**config.mk**
```make
export PLATFORM = sky130hd
export DESIGN_NAME = tohost_monitor
export DESIGN_NICKNAME = d
export VERILOG_FILES = /design/src/rtl/tohost_monitor.sv
export SDC_FILE = /design/constraint.sdc
export NUM_CORES = 1
export LEC_CHECK = 0
export CORE_UTILIZATION = 60
export CTS_BUF_LIST = sky130_fd_sc_hd__clkbuf_16
export CTS_CLUSTER_SIZE = 40
export DETAILED_ROUTE_END_ITERATION = 16
export GPL_TIMING_DRIVEN = 0
export PLACE_DENSITY = 0.8
export SLEW_MARGIN = 5
export SYNTH_ARGS = -nofsm -noshare
export SYNTH_HDL_FRONTEND = slang
export SYNTH_SLANG_ARGS = --single-unit
```
**constraint.sdc**
```tcl
create_clock -name clock -period 21 [get_ports clock]
set_clock_uncertainty 0.2 [all_clocks]
set_input_delay 3.15 -clock clock [delete_from_list [all_inputs] [get_ports clock]]
set_output_delay 3.15 -clock clock [all_outputs]
set_load 0.05 [all_outputs]
```
**src/rtl/tohost_monitor.sv**
```systemverilog
// tohost_monitor: passive AXI4 write-channel snoop that watches for stores to
// the tohost word and reports the test outcome (exit, timeout, protocol error).
module tohost_monitor #(
    parameter int                    ADDR_WIDTH  = 32,
    parameter int                    DATA_WIDTH  = 64,
    parameter logic [ADDR_WIDTH-1:0] TOHOST_ADDR = 'h8000_1000,
    parameter int                    AW_DEPTH    = 4,
    parameter int                    W_DEPTH     = 8,
    parameter logic [63:0]           MAX_CYCLES  = 64'd0
) (
    input  logic                    clock,
    input  logic                    reset,
    input  logic                    aw_valid,
    input  logic                    aw_ready,
    input  logic [ADDR_WIDTH-1:0]   aw_addr,
    input  logic [7:0]              aw_len,
    input  logic [2:0]              aw_size,
    input  logic [1:0]              aw_burst,
    input  logic                    w_valid,
    input  logic                    w_ready,
    input  logic [DATA_WIDTH-1:0]   w_data,
    input  logic [DATA_WIDTH/8-1:0] w_strb,
    input  logic                    w_last,
    output logic                    done,
    output logic                    success,
    output logic                    failure,
    output logic [31:0]             exit_code,
    output logic [1:0]              reason,
    output logic [63:0]             cycles
);

    localparam int STRB_WIDTH = DATA_WIDTH / 8;
    localparam int AW_PTR     = $clog2(AW_DEPTH);
    localparam int W_PTR      = $clog2(W_DEPTH);
    localparam logic [AW_PTR:0] AW_ONE = 1;
    localparam logic [W_PTR:0]  W_ONE  = 1;
    localparam logic [1:0] BURST_FIXED = 2'd0;
    localparam logic [1:0] BURST_INCR  = 2'd1;

    typedef enum logic [1:0] {
        REASON_NONE    = 2'd0,
        REASON_EXIT    = 2'd1,
        REASON_TIMEOUT = 2'd2,
        REASON_ERROR   = 2'd3
    } reason_t;

    typedef struct packed {
        logic [ADDR_WIDTH-1:0] addr;
        logic [7:0]            len;
        logic [2:0]            size;
        logic [1:0]            burst;
    } aw_entry_t;

    typedef struct packed {
        logic [DATA_WIDTH-1:0] data;
        logic [STRB_WIDTH-1:0] strb;
        logic                  last;
    } w_entry_t;

    aw_entry_t aw_mem [AW_DEPTH];
    w_entry_t  w_mem  [W_DEPTH];
    logic [AW_PTR:0] aw_wr_ptr, aw_rd_ptr;
    logic [W_PTR:0]  w_wr_ptr, w_rd_ptr;

    logic aw_fire, w_fire, aw_full, w_full, aw_empty, w_empty;
    logic aw_push, w_push, aw_pop, w_pop, match_valid;
    aw_entry_t aw_head;
    w_entry_t  w_head;

    logic [7:0]            beat_cnt;
    logic [DATA_WIDTH-1:0] shadow;
    logic [ADDR_WIDTH-1:0] beat_addr;
    logic [DATA_WIDTH-1:0] byte_mask, merged;
    logic [31:0]           exit_val;
    logic hit, proto_err, overflow_err, term_error, term_exit, term_syscall, timeout;
    reason_t reason_q;

    assign aw_fire  = aw_valid & aw_ready;
    assign w_fire   = w_valid & w_ready;
    assign aw_empty = (aw_wr_ptr == aw_rd_ptr);
    assign w_empty  = (w_wr_ptr == w_rd_ptr);
    assign aw_full  = (aw_wr_ptr[AW_PTR] != aw_rd_ptr[AW_PTR]) &&
                      (aw_wr_ptr[AW_PTR-1:0] == aw_rd_ptr[AW_PTR-1:0]);
    assign w_full   = (w_wr_ptr[W_PTR] != w_rd_ptr[W_PTR]) &&
                      (w_wr_ptr[W_PTR-1:0] == w_rd_ptr[W_PTR-1:0]);

    assign aw_head     = aw_mem[aw_rd_ptr[AW_PTR-1:0]];
    assign w_head      = w_mem[w_rd_ptr[W_PTR-1:0]];
    assign match_valid = !aw_empty && !w_empty;
    assign w_pop       = match_valid;
    assign aw_pop      = match_valid && w_head.last;
    // A full FIFO still accepts a push when its head leaves in the same cycle.
    assign aw_push     = aw_fire && (!aw_full || aw_pop);
    assign w_push      = w_fire && (!w_full || w_pop);

    // Snoop FIFO storage; contents need no reset because the pointers gate them.
    always_ff @(posedge clock) begin
        if (aw_push) aw_mem[aw_wr_ptr[AW_PTR-1:0]] <= '{aw_addr, aw_len, aw_size, aw_burst};
        if (w_push)  w_mem[w_wr_ptr[W_PTR-1:0]]    <= '{w_data, w_strb, w_last};
    end

    // FIFO pointers, burst beat counter and the tohost shadow copy.
    always_ff @(posedge clock) begin
        if (!reset) begin
            aw_wr_ptr <= '0;
            aw_rd_ptr <= '0;
            w_wr_ptr  <= '0;
            w_rd_ptr  <= '0;
            beat_cnt  <= '0;
            shadow    <= '0;
        end else begin
            if (aw_push) aw_wr_ptr <= aw_wr_ptr + AW_ONE;
            if (aw_pop)  aw_rd_ptr <= aw_rd_ptr + AW_ONE;
            if (w_push)  w_wr_ptr  <= w_wr_ptr + W_ONE;
            if (w_pop)   w_rd_ptr  <= w_rd_ptr + W_ONE;
            if (aw_pop)      beat_cnt <= '0;
            else if (w_pop)  beat_cnt <= beat_cnt + 8'd1;
            if (hit) shadow <= merged;
        end
    end

    // Match stage: beat address, tohost hit, byte merge and termination events.
    always_comb begin
        beat_addr = aw_head.addr;
        if (aw_head.burst != BURST_FIXED)
            beat_addr = aw_head.addr + (ADDR_WIDTH'(beat_cnt) << aw_head.size);
        for (int i = 0; i < STRB_WIDTH; i++)
            byte_mask[i*8 +: 8] = {8{w_head.strb[i]}};
        merged   = (shadow & ~byte_mask) | (w_head.data & byte_mask);
        exit_val = merged[32:1];
        hit = match_valid &&
              ((aw_head.burst == BURST_FIXED) || (aw_head.burst == BURST_INCR)) &&
              ((beat_addr & ~ADDR_WIDTH'(7)) == TOHOST_ADDR) &&
              (|w_head.strb);
        proto_err = match_valid &&
                    ((aw_head.burst != BURST_FIXED && aw_head.burst != BURST_INCR) ||
                     (w_head.last && beat_cnt != aw_head.len) ||
                     (!w_head.last && beat_cnt == aw_head.len));
        overflow_err = (aw_fire && aw_full && !aw_pop) || (w_fire && w_full && !w_pop);
        term_error   = proto_err || overflow_err;
        term_exit    = hit && merged[0];
        term_syscall = hit && (merged != '0) && !merged[0];
        timeout      = (MAX_CYCLES != 64'd0) && (cycles == MAX_CYCLES - 64'd1);
    end

    // Sticky outcome registers: first event wins, errors outrank exits outrank timeout.
    always_ff @(posedge clock) begin
        if (!reset) begin
            success   <= 1'b0;
            failure   <= 1'b0;
            exit_code <= '0;
            reason_q  <= REASON_NONE;
            cycles    <= '0;
        end else if (!done) begin
            cycles <= cycles + 64'd1;
            if (term_error) begin
                failure  <= 1'b1;
                reason_q <= REASON_ERROR;
            end else if (term_exit) begin
                exit_code <= exit_val;
                success   <= (exit_val == 32'd0);
                failure   <= (exit_val != 32'd0);
                reason_q  <= REASON_EXIT;
            end else if (term_syscall) begin
                failure   <= 1'b1;
                exit_code <= 32'hFFFF_FFFF;
                reason_q  <= REASON_ERROR;
            end else if (timeout) begin
                failure  <= 1'b1;
                reason_q <= REASON_TIMEOUT;
            end
        end
    end

    assign done   = success | failure;
    assign reason = reason_q;

endmodule

```
==> reports/summary.txt <==
outcome - finished, final reports clean
clock-pin slew on the worst setup and hold paths - 0.06 ns
pin count of the biggest net entering global routing - 25
minimum clock period - 8.42 ns
Final Power - 4.04 mW
largest family of logic cells by synthesized area - multiplexers
clk sink count - 955
Finished Cell Area - 0.0464 mm²
RSZ-0062 raised after global routing - false
Pins Over Slew Limit - 0
post-synthesis compound-gate area fraction - 4.51%
hold_ws - 0.278 ns
WL per Instance - 26.1 µm
distinct cell type count after synthesis - 73
Tcrit/Tclk final - 40.1%
critical path's slowest cell - buf_1
clock root buffer - clkbuf_16
CTS tree - done
Std-Cell Rows - 93
global placement routability congestion - 0.939
vias per cell - 6.37
routed wire length - 99.4 mm
DR iter-0 viols - 3,019
Chip Width - 258 µm
Leakage - 15.1 nW
clk_lat worst skew - 0.66 ns
asr flop ratio synth - 0%
Avg Inst Size Synth - 15.8 µm²
Final Hold Vio Count - 0
Cell Chain, Critical Path - buf_2, buf_1, clkbuf_1, clkbuf_1, nor2_1, a21oi_1, clkbuf_1, o21ai_0, mux2_2, ha_1, a21oi_1, a2bb2oi_1, o31ai_1, a21oi_1, a2111oi_0, or4_1, or4_4, a211oi_2, buf_4, buf_4, mux2_1, nor2_1
ys flop type - edfxtp_1
Seq cells post-synth - 955
vias in the first global route - 24,800
Hold Path Class - reg2reg
critical path capture point type - flop
kind of critical path - reg2reg
Yosys Warn Count - 0
Max Cap Viol - 0
PD cells - 86.9 mW/mm²
total track usage - 30.0%
Final setup violation count - 0
Adder-Cell Fraction of Synth Area - 0.734%
Port Buffers - 223
Syn Nets - 2,626
setup bufs post-CTS - 0
Worst R2R Setup Slack - 12.58 ns
die area - 0.0663 mm²
initial antenna violation count - 10
Post-Syn Instances - 2,479
drt first pass iters - 8
PostCTS Resize Cnt - 0
hold_buf cts - 0
Slew Limit Headroom - 24.2%
WP data arrival - 8.78 ns
Die Height - 258 µm
setup TNS - 0 ns
area share of xor/xnor cells in the synthesized design - 2.08%
crit-path max cell delay - 0.58 ns
core box area - 0.0645 mm²
Cell Area, Synth - 0.0392 mm²
CTS HTree Levels - 3
Placement Cell Area - 0.0433 mm²
Critical Path RT - 21.35 ns
critical path peak fanout - 10
grt ovf - 0
Vias - 24,200
Final nets - 3,012
Seq/Total Area, Yosys - 68.3%
share of cells above drive strength 1 - 16.5%
post-route ant nets - 0
dpl hpwl - 68.1 mm
Area Growth Syn to Fin - 18.5%
critical path buffer and inverter count - 7
Initial Util - 60.8%
post-synthesis mux area share - 13.9%
CP delay by family, top - buffers and inverters
VDD IR max - 0.0823 mV
EDFF count, synth - 764
Max clock buf depth - 3
Post-Synth Simple-Gate Area - 8.30%
CTS buffer count - 94
drc violations - 0
Slew @ Worst Pin - 1.13 ns
Startpoint Class - flop
Max Freq - 119 MHz
num ports - 225
first-pass GRT wire length - 148 mm
placed cells by master (no fill, tap or decap), types with 8 or more instances in the layout:
master           count
mux4_2             189
mux2i_1             36
buf_4               33
nand4_1             41
nor3_1              17
or3_1               19
nand2b_1             9
a31o_1              32
xor2_1              49
bufinv_16           10
buf_12               9
o211ai_1             9
clkdlybuf4s50_1    223
xnor2_1             44
clkbuf_16          100
and2_1              11
nor2_1             213
a21oi_1             66
buf_6               33
dfxtp_1            191
clkinv_2            17
o21ai_0             50
mux2_1              35
and3_1              46
inv_1              100
edfxtp_1           764
clkinv_1            17
buf_1               11
nand3_1             91
ha_1                23
nand2_1             98
o21a_1               8
nand3b_1            43
buf_2               24
mux2_2              38
nor2b_1              8
nor4_1              15
o211a_1             33
clkbuf_1            86
flip-flops by register name (all words and copies together), names as in the netlist, 2 cells and up, named ones only:
| register | cells |
|---|---|
| exit_code | 32 |
| w_mem | 584 |
| aw_mem | 180 |
| reason | 2 |
| shadow | 64 |
| aw_wr_ptr | 3 |
| w_rd_ptr | 4 |
| w_wr_ptr | 4 |
| aw_rd_ptr | 3 |
| beat_cnt | 8 |
| cycles | 64 |
path summary, 6_finish.rpt:
check                     start       endpoint  cells after the start
setup / recovery           flop     shadow[62]                     22
hold / removal    exit_code[10]  exit_code[10]                      1
setup reg to reg           flop     shadow[62]                     22
hold reg to reg   exit_code[10]  exit_code[10]                      1
worst reg2reg max path, cell delays in order (launching register included):
cell and delay, ns:
dfxtp_1 0.42, buf_2 0.34, buf_1 0.58, clkbuf_1 0.51, clkbuf_1 0.58, nor2_1 0.11, a21oi_1 0.29, clkbuf_1 0.45
o21ai_0 0.23, mux2_2 0.30, ha_1 0.37, a21oi_1 0.43, a2bb2oi_1 0.28, o31ai_1 0.11, a21oi_1 0.36, a2111oi_0 0.25
or4_1 0.55, or4_4 0.53, a211oi_2 0.37, buf_4 0.28, buf_4 0.28, mux2_1 0.38, nor2_1 0.16
per-layer routing:
layer  vias to the layer above  global-route usage, %  part of all wire [%]
met5                         -                      0                 0.070
met4                        12                   12.3                   4.0
met3                       277                   6.93                   9.7
met2                      1380                   49.4                    49
met1                     12200                   38.7                    37
li1                      10400                      -                     -
logic make-up after synthesis:
| kind of cell | count (synthesis) |
|---|---|
| simple gates | 649 |
| buf+inv | 209 |
| flops | 955 |
| compound gates | 252 |
| xor+xnor | 93 |
| mux | 298 |
| fa+ha+maj | 23 |
power by group:
group / total, mW / leakage (nW) / internal (mW) / switching, mW
clock: 1.68 / 1.61 / 0.980 / 0.703
sequential: 2.07 / 8.45 / 2.07 / 0.00870
combinational: 0.279 / 5.06 / 0.113 / 0.166
cells in the mapped netlist, types with 23 or more instances:
cell type / count / area [µm²]
nand3_1: 91 / 455
nor2_1: 215 / 807
a21oi_1: 66 / 330
mux2_1: 35 / 394
o211a_1: 33 / 330
ha_1: 23 / 288
clkbuf_1: 86 / 323
buf_2: 24 / 120
xor2_1: 49 / 429
inv_1: 77 / 289
xnor2_1: 44 / 385
nand4_1: 41 / 257
and3_1: 46 / 288
mux4_2: 189 / 4260
mux2_2: 38 / 428
o21ai_0: 50 / 250
nand3b_1: 43 / 323
edfxtp_1: 764 / 22900
dfxtp_1: 191 / 3820
a31o_1: 32 / 280
nand2_1: 98 / 368
mux2i_1: 36 / 360
per-stage QoR:
step	setup slack (ns)	utilization (%)	instances
5_1_grt	12.20	72.0	3800
3_3_place_gp	5.02	65.9	3557
4_1_cts	12.72	72.0	3798
6_report	12.58	72.0	3805
2_1_floorplan	11.24	-	2479
3_5_place_dp	12.82	67.2	3624
final cells by class:
cell class              count  area [µm²]
plain buffers             132         574
diodes                      7        17.5
inverters                  77         289
repair buffers            290        3010
multi-input cells        1315       11600
clock inverters            74         606
fillers                  3896       18000
clock buffers             100        2500
flip-flops and latches    955       26800
well taps                 855        1070
(Power assumes the default switching activity.)
